**config.mk**
```make
export PLATFORM = sky130hd
export DESIGN_NAME = serial_adder_ctrl_flat
export DESIGN_NICKNAME = d
export VERILOG_FILES = /design/src/rtl/serial_adder_ctrl_if.sv /design/src/rtl/serial_adder_ctrl.sv /design/src/flat_wrapper.sv
export SDC_FILE = /design/constraint.sdc
export NUM_CORES = 1
export LEC_CHECK = 0
export BUFFER_PORTS_ARGS = -buffer_cell sky130_fd_sc_hd__buf_2
export CAP_MARGIN = 20
export CORE_ASPECT_RATIO = 0.9
export CORE_MARGIN = 5
export CORE_UTILIZATION = 35
export DETAILED_ROUTE_END_ITERATION = 8
export GPL_TIMING_DRIVEN = 0
export PLACE_DENSITY_LB_ADDON = 0.25
export SLEW_MARGIN = 10
export SYNTH_ARGS = -nofsm -noshare
export SYNTH_HDL_FRONTEND = slang
export SYNTH_SLANG_ARGS = --single-unit
```
**constraint.sdc**
```tcl
create_clock -name clk -period 8.1 [get_ports clk]
set_input_delay 1.215 -clock clk [delete_from_list [all_inputs] [get_ports clk]]
set_output_delay 1.215 -clock clk [all_outputs]
set_load 0.02 [all_outputs]
```
**src/rtl/serial_adder_ctrl_if.sv**
```systemverilog
// Handshake and operand/result bundle for serial_adder_ctrl.
// The master side issues operations; the slave side is the controller.
interface serial_adder_ctrl_if #(
    parameter int NIBBLES = 4
);
    localparam int W = 4 * NIBBLES;

    logic         start;
    logic         op_sub;
    logic         cin;
    logic [W-1:0] a;
    logic [W-1:0] b;
    logic         busy;
    logic         done;
    logic [W-1:0] sum;
    logic         cout;
    logic         zero;

    modport master (
        output start, op_sub, cin, a, b,
        input  busy, done, sum, cout, zero
    );

    modport slave (
        input  start, op_sub, cin, a, b,
        output busy, done, sum, cout, zero
    );
endinterface

```
**src/rtl/serial_adder_ctrl.sv**
```systemverilog
// Nibble-serial adder/subtractor: one shared 4-bit adder processes the
// operands LSB nibble first, one nibble per cycle, rippling the carry
// through a register. Subtraction is a + ~b + 1.

// Shared 4-bit ripple building block.
module fourbit_adder (
    input  logic [3:0] a,
    input  logic [3:0] b,
    input  logic       cin,
    output logic [3:0] sum,
    output logic       cout
);
    assign {cout, sum} = {1'b0, a} + {1'b0, b} + {4'b0000, cin};
endmodule

module serial_adder_ctrl #(
    parameter int NIBBLES = 4
) (
    input  logic              clk,
    input  logic              rst,
    serial_adder_ctrl_if.slave bus
);
    localparam int DATA_W = 4 * NIBBLES;
    localparam int IDX_W  = $clog2(NIBBLES);
    localparam logic [IDX_W-1:0] LAST = IDX_W'(NIBBLES - 1);

    typedef enum logic [1:0] {
        IDLE = 2'd0,
        RUN  = 2'd1,
        DONE = 2'd2
    } state_t;

    state_t              state_q;
    state_t              state_d;
    logic                capture;
    logic [DATA_W-1:0]   a_q;
    logic [DATA_W-1:0]   b_q;
    logic [DATA_W-1:0]   sum_q;
    logic [DATA_W-1:0]   sum_nxt;
    logic [IDX_W-1:0]    idx_q;
    logic                carry_q;
    logic                cout_q;
    logic                zero_q;
    logic [3:0]          a_nib;
    logic [3:0]          b_nib;
    logic [3:0]          add_sum;
    logic                add_cout;

    assign a_nib = a_q[4*idx_q +: 4];
    assign b_nib = b_q[4*idx_q +: 4];

    fourbit_adder u_add (
        .a    (a_nib),
        .b    (b_nib),
        .cin  (carry_q),
        .sum  (add_sum),
        .cout (add_cout)
    );

    // State register; reset aborts any operation in flight.
    always_ff @(posedge clk or posedge rst) begin
        if (rst) begin
            state_q <= IDLE;
        end else begin
            state_q <= state_d;
        end
    end

    // Next state and capture strobe; start is only honoured in IDLE or DONE.
    always_comb begin
        state_d = state_q;
        capture = 1'b0;
        case (state_q)
            IDLE: begin
                if (bus.start) begin
                    capture = 1'b1;
                    state_d = RUN;
                end
            end
            RUN: begin
                if (idx_q == LAST) begin
                    state_d = DONE;
                end
            end
            DONE: begin
                if (bus.start) begin
                    capture = 1'b1;
                    state_d = RUN;
                end else begin
                    state_d = IDLE;
                end
            end
            default: state_d = IDLE;
        endcase
    end

    // Result register with the current nibble spliced in.
    always_comb begin
        sum_nxt = sum_q;
        sum_nxt[4*idx_q +: 4] = add_sum;
    end

    // Operand capture; subtraction stores the inverted B operand.
    always_ff @(posedge clk) begin
        if (capture) begin
            a_q <= bus.a;
            b_q <= bus.op_sub ? ~bus.b : bus.b;
        end
    end

    // Carry, nibble index and result flags; flags change only at completion.
    always_ff @(posedge clk or posedge rst) begin
        if (rst) begin
            sum_q   <= '0;
            carry_q <= 1'b0;
            idx_q   <= '0;
            cout_q  <= 1'b0;
            zero_q  <= 1'b1;
        end else if (state_q == RUN) begin
            sum_q   <= sum_nxt;
            carry_q <= add_cout;
            idx_q   <= idx_q + 1'b1;
            if (idx_q == LAST) begin
                idx_q  <= '0;
                cout_q <= add_cout;
                zero_q <= (sum_nxt == '0);
            end
        end else if (capture) begin
            carry_q <= bus.op_sub ? 1'b1 : bus.cin;
            idx_q   <= '0;
        end
    end

    assign bus.busy = (state_q == RUN);
    assign bus.done = (state_q == DONE);
    assign bus.sum  = sum_q;
    assign bus.cout = cout_q;
    assign bus.zero = zero_q;
endmodule

```
**src/flat_wrapper.sv**
```systemverilog
// flat-port wrapper written by rule: the top's interface ports become plain ports
module serial_adder_ctrl_flat 
#(
    parameter int NIBBLES = 4
)
  (clk, rst, bus_start, bus_op_sub, bus_cin, bus_a, bus_b, bus_busy, bus_done, bus_sum, bus_cout, bus_zero);
  serial_adder_ctrl_if #(.NIBBLES(NIBBLES)) bus_i ();
  input  logic clk;
  input  logic rst;
  input wire logic [$bits(bus_i.start)-1:0] bus_start;
  input wire logic [$bits(bus_i.op_sub)-1:0] bus_op_sub;
  input wire logic [$bits(bus_i.cin)-1:0] bus_cin;
  input wire logic [$bits(bus_i.a)-1:0] bus_a;
  input wire logic [$bits(bus_i.b)-1:0] bus_b;
  output wire logic [$bits(bus_i.busy)-1:0] bus_busy;
  output wire logic [$bits(bus_i.done)-1:0] bus_done;
  output wire logic [$bits(bus_i.sum)-1:0] bus_sum;
  output wire logic [$bits(bus_i.cout)-1:0] bus_cout;
  output wire logic [$bits(bus_i.zero)-1:0] bus_zero;
  assign bus_i.start = bus_start;
  assign bus_i.op_sub = bus_op_sub;
  assign bus_i.cin = bus_cin;
  assign bus_i.a = bus_a;
  assign bus_i.b = bus_b;
  assign bus_busy = bus_i.busy;
  assign bus_done = bus_i.done;
  assign bus_sum = bus_i.sum;
  assign bus_cout = bus_i.cout;
  assign bus_zero = bus_i.zero;
  serial_adder_ctrl #(.NIBBLES(NIBBLES)) u_core (.clk(clk), .rst(rst), .bus(bus_i));
endmodule
```
==> results of run 1 <==
## kinds of logic after synthesis
logic type | share of synthesized area
AOI/OAI and AO/OA | 0.08961
xor gates and xnor gates | 0.06097
adders and majority gates | 0.05635
buffers and inverters | 0.03325
DFF | 0.5677
muxes | 0.08822
and+or+nand+nor | 0.1039
## flip-flops by register name, indices dropped and copies added (netlist names)
signal and count:
u_core.bus.sum 16, u_core.a_q 16, u_core.carry_q 1, u_core.bus.zero 1
u_core.idx_q 2, u_core.state_q 2, u_core.bus.cout 1, u_core.b_q 16
## synthesized netlist by cell type, drive strengths merged, types with 2 or more instances
cell / n / share of area
edfxtp: 32 / 0.35
dfrtp: 22 / 0.20
nand2: 22 / 0.030
xor2: 17 / 0.058
o21ai: 11 / 0.020
ha: 9 / 0.042
inv: 9 / 0.012
a22o: 8 / 0.026
mux4: 8 / 0.067
buf: 7 / 0.018
nor2: 7 / 0.0097
nor3: 7 / 0.013
nor2b: 5 / 0.012
mux2: 4 / 0.018
nand2b: 4 / 0.0092
nand3: 3 / 0.0055
o31ai: 3 / 0.0083
and3: 2 / 0.0046
fa: 2 / 0.015
nand4: 2 / 0.0046
o22ai: 2 / 0.0069
## report_power, final
group / switching (W) / internal, W / total [W]
Sequential: 0.0000385 / 0.000380 / 0.000419
Combinational: 0.000417 / 0.000271 / 0.000688
Clock: 0.0000933 / 0.0000718 / 0.000165
## critical path, cell delays in order (launching register included)
cell and delay, ps:
dfrtp_1 420, buf_6 160, buf_4 230, mux4_2 540
fa_1 420, inv_1 80, fa_1 220, xor2_2 270
nor2_1 150, a211oi_2 190, nand4_1 130, o32ai_2 220
## metrics by stage
step                utilization  power (W)  setup WS, ps
CTS                      0.4249   0.001286          4938
floorplan                     -  0.0009255          5321
finish                   0.4249   0.001272          4963
detailed placement       0.4116   0.001120          4971
global route             0.4249   0.001371          4758
global placement         0.4114   0.001112          5002
## worst max path at each step
stage | startpoint | endpoint | slack, ps | cells after the start
detailed placement | u_core.idx_q[0] | u_core.bus.zero | 4970 | 11
global placement | u_core.idx_q[0] | u_core.bus.zero | 5000 | 11
global route | u_core.idx_q[0] | u_core.bus.zero | 4760 | 11
floorplan | u_core.idx_q[0] | u_core.bus.zero | 5320 | 11
CTS | u_core.idx_q[0] | u_core.bus.zero | 4940 | 11
finish | u_core.idx_q[0] | u_core.bus.zero | 4960 | 11
## layer usage
metal | GRT usage | vias up | part of all wire
met1 | 0.1637 | 819 | 0.46
met4 | 0.03776 | 0 | 0.0093
met5 | 0 | - | 0
met2 | 0.1839 | 48 | 0.47
met3 | 0.03132 | 4 | 0.059
li1 | - | 870 | -
## cell type report
class,instances,area share
Buffer,8,0.01639
Tap cell,96,0.03747
Inverter,10,0.01171
Timing Repair Buffer,55,0.08587
Multi-Input combinational cell,131,0.3376
Clock inverter,2,0.005464
Clock buffer,6,0.02576
Sequential cell,55,0.4797
==> implementation parameters, run 1 <==
Parameter                              Value

Status
  Result of the run ... finished, final reports clean

Finish
  Area Overhead vs Synth ... 18.34%
  Number of fill cells in the layout ... 727
  Final Non-Filler Cells ... between 300 and 400
  Area occupied by multi-input gates ... 1082 µm²
  Commonest non-fill, non-tap cell in the layout ... buf_2
  Total Nets Final ... approximately 310
  Post-route standard cell area excluding fillers ... roughly 3200 µm²
  Most frequent cells in the layout ... buf_2 (58), edfxtp_1 (32), nand2_1 (22), dfrtp_1 (22), xor2_1 (16)
  Number of diodes ... 0
  Fraction of final layout cells sized beyond drive strength 1 ... 0.3446
  Storage element area ... 1538 µm²

Route
  Initial DRC Count ... 62
  Mean number of vias per cell ... 4.796
  Routed Wire Length ... between 5 and 6 mm
  Antenna-violating nets left ... 0
  Length of the first detailed-routing pass in iterations ... 4
  Total number of vias ... 1,741
  # DRC ... 0
  Wirelength per Cell ... 14.74 µm

Clocking
  Post-CTS Setup Inserts ... 0
  Number of buffers on the longest clock path ... 2
  Cts hold-fix bufs ... 0
  CTS tree ... built
  Latest clock arrival within the worst-skew pair ... approximately 310 ps
  CTS H-tree lvls ... 2
  Clock Sink Count ... 55
  CTS Buf Count ... 5
  Cell at the root of the clock tree ... clkbuf_8
  CTS resizes ... 0
  Clock transition at the registers of the reported paths ... approximately 110 ps

Timing
  Final setup violation count ... 0
  Hold slack ... 491.4 ps
  Final critical-path required period ... 3137 ps
  Actual slew at the worst max-slew pin ... between 800 and 900 ps
  Maximum clock frequency ... 318.8 MHz
  Hold Vio Cnt, Final ... 0
  RSZ-0062 raised after global routing ... false
  Period utilization ... 0.3873
  Max-Slew Margin vs Limit ... 0.4251
  TNS Setup ... 0 ps
  Final clock skew ... around 15 ps
  Max Transition Viols Final ... 0

Min path
  Hold path startpoint ... u_core.bus.zero
  End point of the worst hold path ... u_core.bus.zero
  Hold Crit Depth ... 2
  Type of the most critical hold path ... reg -> reg

Job
  Max-cap violations ... 0

Placement
  Placed wire-length estimate ... about 4 mm
  Placed cell count ... approximately 360
  Count of buffers from port buffering ... between 50 and 60
  Placed Area ... 3105 µm²
  Routability Congestion ... between 0.8 and 0.9

GRT
  Global-route congestion overflow total ... 0
  First-pass GRT wire length ... just under 9 mm
  Initial antenna violation count ... 0
  Total Routing Usage GR ... 0.1193
  Via count of the first global-routing pass ... 1,849
  Pin count of the biggest net entering global routing ... 36

Logic synthesis
  FF+latch count, synth ... 55
  Post-synthesis area per instance ... 13.28 µm²
  Number of different library cells in the post-synthesis netlist ... between 40 and 50
  Number of enable-type register cells in the synthesized netlist ... 32
  Number of warning messages in the yosys log ... 0
  Most common flop cell mapped by yosys ... edfxtp_1
  Post-synthesis net count ... about 250
  Proportion of synthesized flip-flops having asynchronous set or reset ... 0.4182
  Seq/Total Area, Yosys ... 0.5677
  Area of the mapped netlist ... roughly 2700 µm²
  Post-Synthesis Cells ... between 200 and 250

Worst setup path
  Category of the worst setup path capture point ... register
  FF-to-FF setup slack ... 4960 ps
  Launching element type of the critical path ... register
  Number of cells on the worst reg-to-reg path ... 11
  Capturing point of the worst reg2reg path ... u_core.bus.zero
  Worst R2R Start ... u_core.idx_q[0]
  Data required time at the worst endpoint ... around 8300 ps
  Worst Setup Path Type ... reg -> reg
  Peak fanout along the critical path ... 10
  Data arrival time of the worst path ... 3360 ps

Floorplan
  Cell Rows ... 30
  Die Span X ... about 100 µm
  Placeable core region ... ~7500 µm²
  Overall die height ... roughly 93 µm
  Number of top-level pins ... 57
  DIE AREA ... around 9600 µm²
  Effective utilization at floorplan ... 0.3590

Power and ir drop
  Leakage power ... around 1.4 nW
  Cell area power density ... ~400 nW/µm²
  Worst vdd ir ... roughly 0.14 mV
(Power assumes the default switching activity.)
==> run 2, diff against run 1 <==
Clock period 8.1 ns to 2.8 ns, I/O delays scaled along.
==> implementation parameters, run 2 (synthesis gave the netlist of run 1 again) <==
Parameter                              Value

Status
  Result of the run ... finished, final reports clean

Route
  Antenna-violating nets left ... 0 (unchanged)
  Wirelength per Cell ... 14.78 µm (+0.22%)
  Mean number of vias per cell ... 4.774 (-0.47%)
  Routed Wire Length ... 5.482 mm (+2.4%)
  Length of the first detailed-routing pass in iterations ... 4 (unchanged)
  # DRC ... 0 (unchanged)
  Initial DRC Count ... 80 (+29%)
  Total number of vias ... 1,771 (+1.7%)

Worst setup path
  FF-to-FF setup slack ... 60 ps (-4900 ps)
  Number of buffers and inverters on the critical path ... 2 (-1)
  Largest stage delay, worst path ... 530 ps (about the same)
  Data required time at the worst endpoint ... 3030 ps (-5290 ps)
  Data arrival time of the worst path ... 2970 ps (-390 ps)
  Launching element type of the critical path ... register
  Most frequent cell on the critical path ... fa_2
  Worst-path cell with the longest stage delay ... mux4_2
  Worst Setup Path Type ... reg -> reg
  Peak fanout along the critical path ... 5 (-5)
  Largest delay share family, worst path ... adder cells
  Category of the worst setup path capture point ... register
  CP Cell Sequence ... buf_6, mux4_2, fa_2, inv_2, fa_2, xor2_4, nor2_4, a211oi_2, nand4_1, o32ai_2

Floorplan
  Effective utilization at floorplan ... 0.3590 (unchanged)
  Number of top-level pins ... 57 (unchanged)
  Cell Rows ... 30 (unchanged)
  Placeable core region ... 7545 µm² (unchanged)
  Die Span X ... 102.7 µm (unchanged)
  DIE AREA ... 9602 µm² (unchanged)
  Overall die height ... 93.46 µm (unchanged)

Power and ir drop
  Worst vdd ir ... 0.4067 mV (+190%)
  Cell area power density ... 1209 nW/µm² (+200%)
  Leakage power ... 1.430 nW (+3.5%)
  Overall power after layout ... 0.003993 W (+210%)

GRT
  Total Routing Usage GR ... 0.1209 (+0.001560)
  Global-route congestion overflow total ... 0 (unchanged)
  Pin count of the biggest net entering global routing ... 36 (unchanged)
  First-pass GRT wire length ... 8.970 mm (+1.1%)
  Via count of the first global-routing pass ... 1,877 (+1.5%)
  Initial antenna violation count ... 0 (unchanged)

Timing
  TNS Setup ... 0 ps (unchanged)
  Max-Slew Margin vs Limit ... 0.4216 (-0.003517)
  Final setup violation count ... 0 (unchanged)
  Final critical-path required period ... 2739 ps (-398.4 ps)
  Hold Vio Cnt, Final ... 0 (unchanged)
  Max Transition Viols Final ... 0 (unchanged)
  Final clock skew ... 11.48 ps (-3.848 ps)
  Period utilization ... 0.9781 (+0.5908)
  Maximum clock frequency ... 365.2 MHz (+15%)
  RSZ-0062 raised after global routing ... true
  Actual slew at the worst max-slew pin ... 866.6 ps (+5.270 ps)
  Hold slack ... 269.0 ps (-222.4 ps)

Finish
  Number of diodes ... 0 (unchanged)
  Fraction of final layout cells sized beyond drive strength 1 ... 0.3891 (+0.04452)
  Total Nets Final ... 322 (+2.5%)
  Commonest non-fill, non-tap cell in the layout ... buf_2
  Area Overhead vs Synth ... 21.94%
  Post-route standard cell area excluding fillers ... 3303 µm² (+3.0%)
  Most frequent cells in the layout ... buf_2 (58), edfxtp_1 (32), dfrtp_1 (22)
  Share of the core filled with cells ... 0.4378 (+0.01294)

Min path
  Type of the most critical hold path ... in -> async

Clocking
  CTS tree ... built
  Clock transition at the registers of the reported paths ... 110 ps (about the same)
  CTS H-tree lvls ... 2 (unchanged)
  Latest clock arrival within the worst-skew pair ... 310 ps (about the same)
  Clock Sink Count ... 55 (unchanged)
  CTS Buf Count ... 5 (unchanged)
  Number of buffers on the longest clock path ... 2 (unchanged)
  Cell at the root of the clock tree ... clkbuf_8
  Cts hold-fix bufs ... 0 (unchanged)

Placement
  Count of buffers from port buffering ... 55 (unchanged)
  Placed Area ... 3105 µm² (unchanged)
  Placed wire-length estimate ... 4.001 mm (unchanged)
  Routability Congestion ... 0.8270 (unchanged)

Job
  Max-cap violations ... 0 (unchanged)
run 2: cell types whose count changed in the layout (fill, tap and decap cells not counted), sizes merged:
cell | previous run | this run
buf | 62 | 70
run 2: final timing paths:
| path | from | endpoint | cells past startpoint |
|---|---|---|---|
| max in group asynchronous | rst | u_core.bus.sum[9] | 2 |
| setup reg to reg | u_core.idx_q[0] | u_core.bus.zero | 10 |
| setup / recovery | u_core.idx_q[0] | u_core.bus.zero | 10 |
| hold / removal | rst | u_core.idx_q[0] | 2 |
| hold reg to reg | u_core.bus.zero | u_core.bus.zero | 2 |
| min in group clk | bus_a[10] | u_core.a_q[10] | 1 |
run 2: repair_timing:
action	4_1_cts	5_1_grt
resized for setup	7	7
pin swaps	3	7
setup buffers	5	4
endpoints found under the setup margin	6	2
run 2: per-layer routing:
metal | up-vias | wire length (µm) | part of all wire | global-route usage
met2 | 56 | 2528 | 0.46 | 0.1849
met1 | 830 | 2507 | 0.46 | 0.1651
met3 | 8 | 342 | 0.062 | 0.03207
met5 | - | 0 | 0 | 0
li1 | 877 | - | - | -
met4 | 0 | 103 | 0.019 | 0.04207
run 2: through the flow:
| stage | cells | setup slack [ps] |
|---|---|---|
| floorplan | 204 | 21.04 |
| global placement | 355 | -298.3 |
| detailed placement | 355 | -328.9 |
| CTS | 368 | 22.68 |
| global route | 371 | -66.91 |
| finish | 371 | 61.45 |
run 2: where the power goes:
part / switching, W / total, W / internal (W)
combinational: 0.00132 / 0.00231 / 0.000989
clock: 0.000270 / 0.000477 / 0.000208
sequential: 0.000108 / 0.00121 / 0.00110
total: 0.00170 / 0.00399 / 0.00230
run 2: cell type report:
class                      instances  area [µm²]
inverter                          10       37.54
clock buffer                       6       82.58
buffer                             7       48.80
sequential                        55        1538
tap                               96       120.1
clock inverter                     2       17.52
timing repair buffer              64       342.8
multi-input combinational        131        1116
fill                             722        4242
==> run 3, diff against run 2 <==
Settings changed: BUFFER_PORTS_ARGS -buffer_cell sky130_fd_sc_hd__buf_2 to -buffer_cell sky130_fd_sc_hd__buf_4.
==> implementation parameters, run 3 (synthesis gave the netlist of run 1 again) <==
Parameter                              Value

Status
  Result of the run ... finished, final reports clean

GRT
  Global-route congestion overflow total ... 0 (unchanged)
  Total Routing Usage GR ... 0.1248 (+0.003958)
  First-pass GRT wire length ... 9.183 mm (+2.4%)
  Initial antenna violation count ... 0 (unchanged)
  Pin count of the biggest net entering global routing ... 36 (unchanged)
  Via count of the first global-routing pass ... 1,854 (-1.2%)

Timing
  Hold slack ... 275.4 ps (+6.381 ps)
  Hold Vio Cnt, Final ... 0 (unchanged)
  Maximum clock frequency ... 369.2 MHz (+1.1%)
  RSZ-0062 raised after global routing ... true
  Final clock skew ... 5.797 ps (-5.687 ps)
  Max Transition Viols Final ... 0 (unchanged)
  Final critical-path required period ... 2709 ps (-29.86 ps)
  Period utilization ... 0.9674 (-0.01066)
  Max-Slew Margin vs Limit ... 0.4132 (-0.008440)
  Final setup violation count ... 0 (unchanged)
  Actual slew at the worst max-slew pin ... 879.3 ps (+12.65 ps)

Worst setup path
  FF-to-FF setup slack ... 90 ps (+30 ps)
  Worst Setup Path Type ... reg -> reg
  Launching element type of the critical path ... register
  Data required time at the worst endpoint ... 3040 ps (about the same)
  Number of buffers and inverters on the critical path ... 3 (+1)
  Number of cells on the worst reg-to-reg path ... 11 (+1)
  Largest stage delay, worst path ... 510 ps (-20 ps)
  Worst-path cell with the longest stage delay ... mux4_2
  Most frequent cell on the critical path ... fa_2
  Data arrival time of the worst path ... 2940 ps (-30 ps)
  Capturing point of the worst reg2reg path ... u_core.bus.zero
  Peak fanout along the critical path ... 4 (-1)
  Worst R2R Start ... u_core.idx_q[0]
  Category of the worst setup path capture point ... register
  CP Cell Sequence ... buf_6, buf_12, mux4_2, fa_2, inv_2, fa_2, xor2_4, nand2_2, o211ai_2, nand3_1, o32ai_2
  Largest delay share family, worst path ... adder cells

Floorplan
  Number of top-level pins ... 57 (unchanged)
  Cell Rows ... 30 (unchanged)
  Overall die height ... 93.46 µm (unchanged)
  Die Span X ... 102.7 µm (unchanged)
  DIE AREA ... 9602 µm² (unchanged)
  Placeable core region ... 7545 µm² (unchanged)
  Effective utilization at floorplan ... 0.3590 (unchanged)

Route
  Length of the first detailed-routing pass in iterations ... 4 (unchanged)
  Wirelength per Cell ... 14.94 µm (+1.1%)
  # DRC ... 0 (unchanged)
  Initial DRC Count ... 47 (-41%)
  Antenna-violating nets left ... 0 (unchanged)
  Total number of vias ... 1,774 (+0.17%)
  Mean number of vias per cell ... 4.795 (+0.44%)
  Routed Wire Length ... 5.527 mm (+0.82%)

Clocking
  Clock Sink Count ... 55 (unchanged)
  Number of buffers on the longest clock path ... 2 (unchanged)
  CTS Buf Count ... 5 (unchanged)
  Cell at the root of the clock tree ... clkbuf_8
  Latest clock arrival within the worst-skew pair ... 310 ps (about the same)
  CTS H-tree lvls ... 2 (unchanged)
  CTS tree ... built
  Clock transition at the registers of the reported paths ... 110 ps (about the same)

Placement
  Routability Congestion ... 0.8123 (-1.8%)
  Placed wire-length estimate ... 4.083 mm (+2.0%)
  Placed Area ... 3243 µm² (+4.4%)
  Count of buffers from port buffering ... 55 (unchanged)

Finish
  Fraction of final layout cells sized beyond drive strength 1 ... 0.3832 (-0.005879)
  Number of diodes ... 0 (unchanged)
  Number of fill cells in the layout ... 716 (-0.83%)
  Commonest non-fill, non-tap cell in the layout ... buf_4
  Area Overhead vs Synth ... 26.84%
  Most frequent cells in the layout ... buf_4 (64), edfxtp_1 (32), dfrtp_1 (22)
  Post-route standard cell area excluding fillers ... 3436 µm² (+4.0%)
  Total Nets Final ... 321 (-0.31%)

Power and ir drop
  Leakage power ... 1.456 nW (+1.9%)
  Cell area power density ... 1168 nW/µm² (-3.4%)
  Worst vdd ir ... 0.4203 mV (+3.3%)

Job
  Max-cap violations ... 0 (unchanged)

Min path
  Type of the most critical hold path ... in -> async
## run 3: cell types whose count changed in the layout (fill, tap and decap cells not counted), sizes merged
cell	previous run	this run
clkinv	1	2
inv	11	10
buf	70	69
## run 3: final cells by class
cell class | count | area [µm²] | area share
inverters | 10 | 37.54 | 0.01092
plain buffers | 8 | 68.82 | 0.02003
repair buffers | 62 | 465.4 | 0.1355
multi-input cells | 131 | 1104 | 0.3212
flip-flops and latches | 55 | 1538 | 0.4476
clock inverters | 2 | 20.02 | 0.005827
well taps | 96 | 120.1 | 0.03496
clock buffers | 6 | 82.58 | 0.02403
## run 3: routing by layer
metal,track usage,part of all wire,vias up
met5,0,0,-
met4,0.04099,0.016,0
met3,0.02983,0.061,8
met2,0.2016,0.48,55
met1,0.1644,0.44,839
li1,-,-,872
## run 3: worst max path at each step
stage / start / end / slack, ps / depth (start not counted)
after floorplan: u_core.idx_q[0] / u_core.bus.zero / 20 / 11
after global routing: u_core.idx_q[0] / u_core.bus.zero / -70 / 11
after detailed placement: u_core.idx_q[0] / u_core.bus.zero / -320 / 11
final: u_core.idx_q[0] / u_core.bus.zero / 90 / 11
after CTS: u_core.idx_q[0] / u_core.bus.zero / 30 / 11
after global placement: u_core.idx_q[0] / u_core.bus.zero / -290 / 11
## run 3: where the power goes
part / total (W) / internal [W] / switching (W)
Combinational: 0.00231 / 0.00103 / 0.00128
Sequential: 0.00121 / 0.00110 / 0.000115
Clock: 0.000488 / 0.000209 / 0.000279
Total: 0.00401 / 0.00234 / 0.00167
## run 3: through the flow
step	setup TNS (ps)	power [W]	cells	util	setup WS [ps]
final	0	0.004013	370	0.4554	91.31
after global routing	-74.95	0.004323	370	0.4554	-74.95
after CTS	0	0.004004	368	0.4534	32.07
after detailed placement	-542.7	0.003317	355	0.4299	-323.0
after global placement	-399.5	0.003286	355	0.4297	-289.4
after floorplan	0	0.002677	204	-	21.04
## run 3: worst register-to-register path: stages (launching register included)
cell	delay [ps]
dfrtp_1	380
buf_6	120
buf_12	100
mux4_2	510
fa_2	380
inv_2	70
fa_2	250
xor2_4	210
nand2_2	100
o211ai_2	150
nand3_1	110
o32ai_2	260
## run 3: repair_timing
action / CTS / global route
hold buffers: 0 / 0
pin swaps: 2 / 3
setup buffers: 5 / 2
gates resized for setup: 11 / 0
setup endpoints to repair: 5 / 2
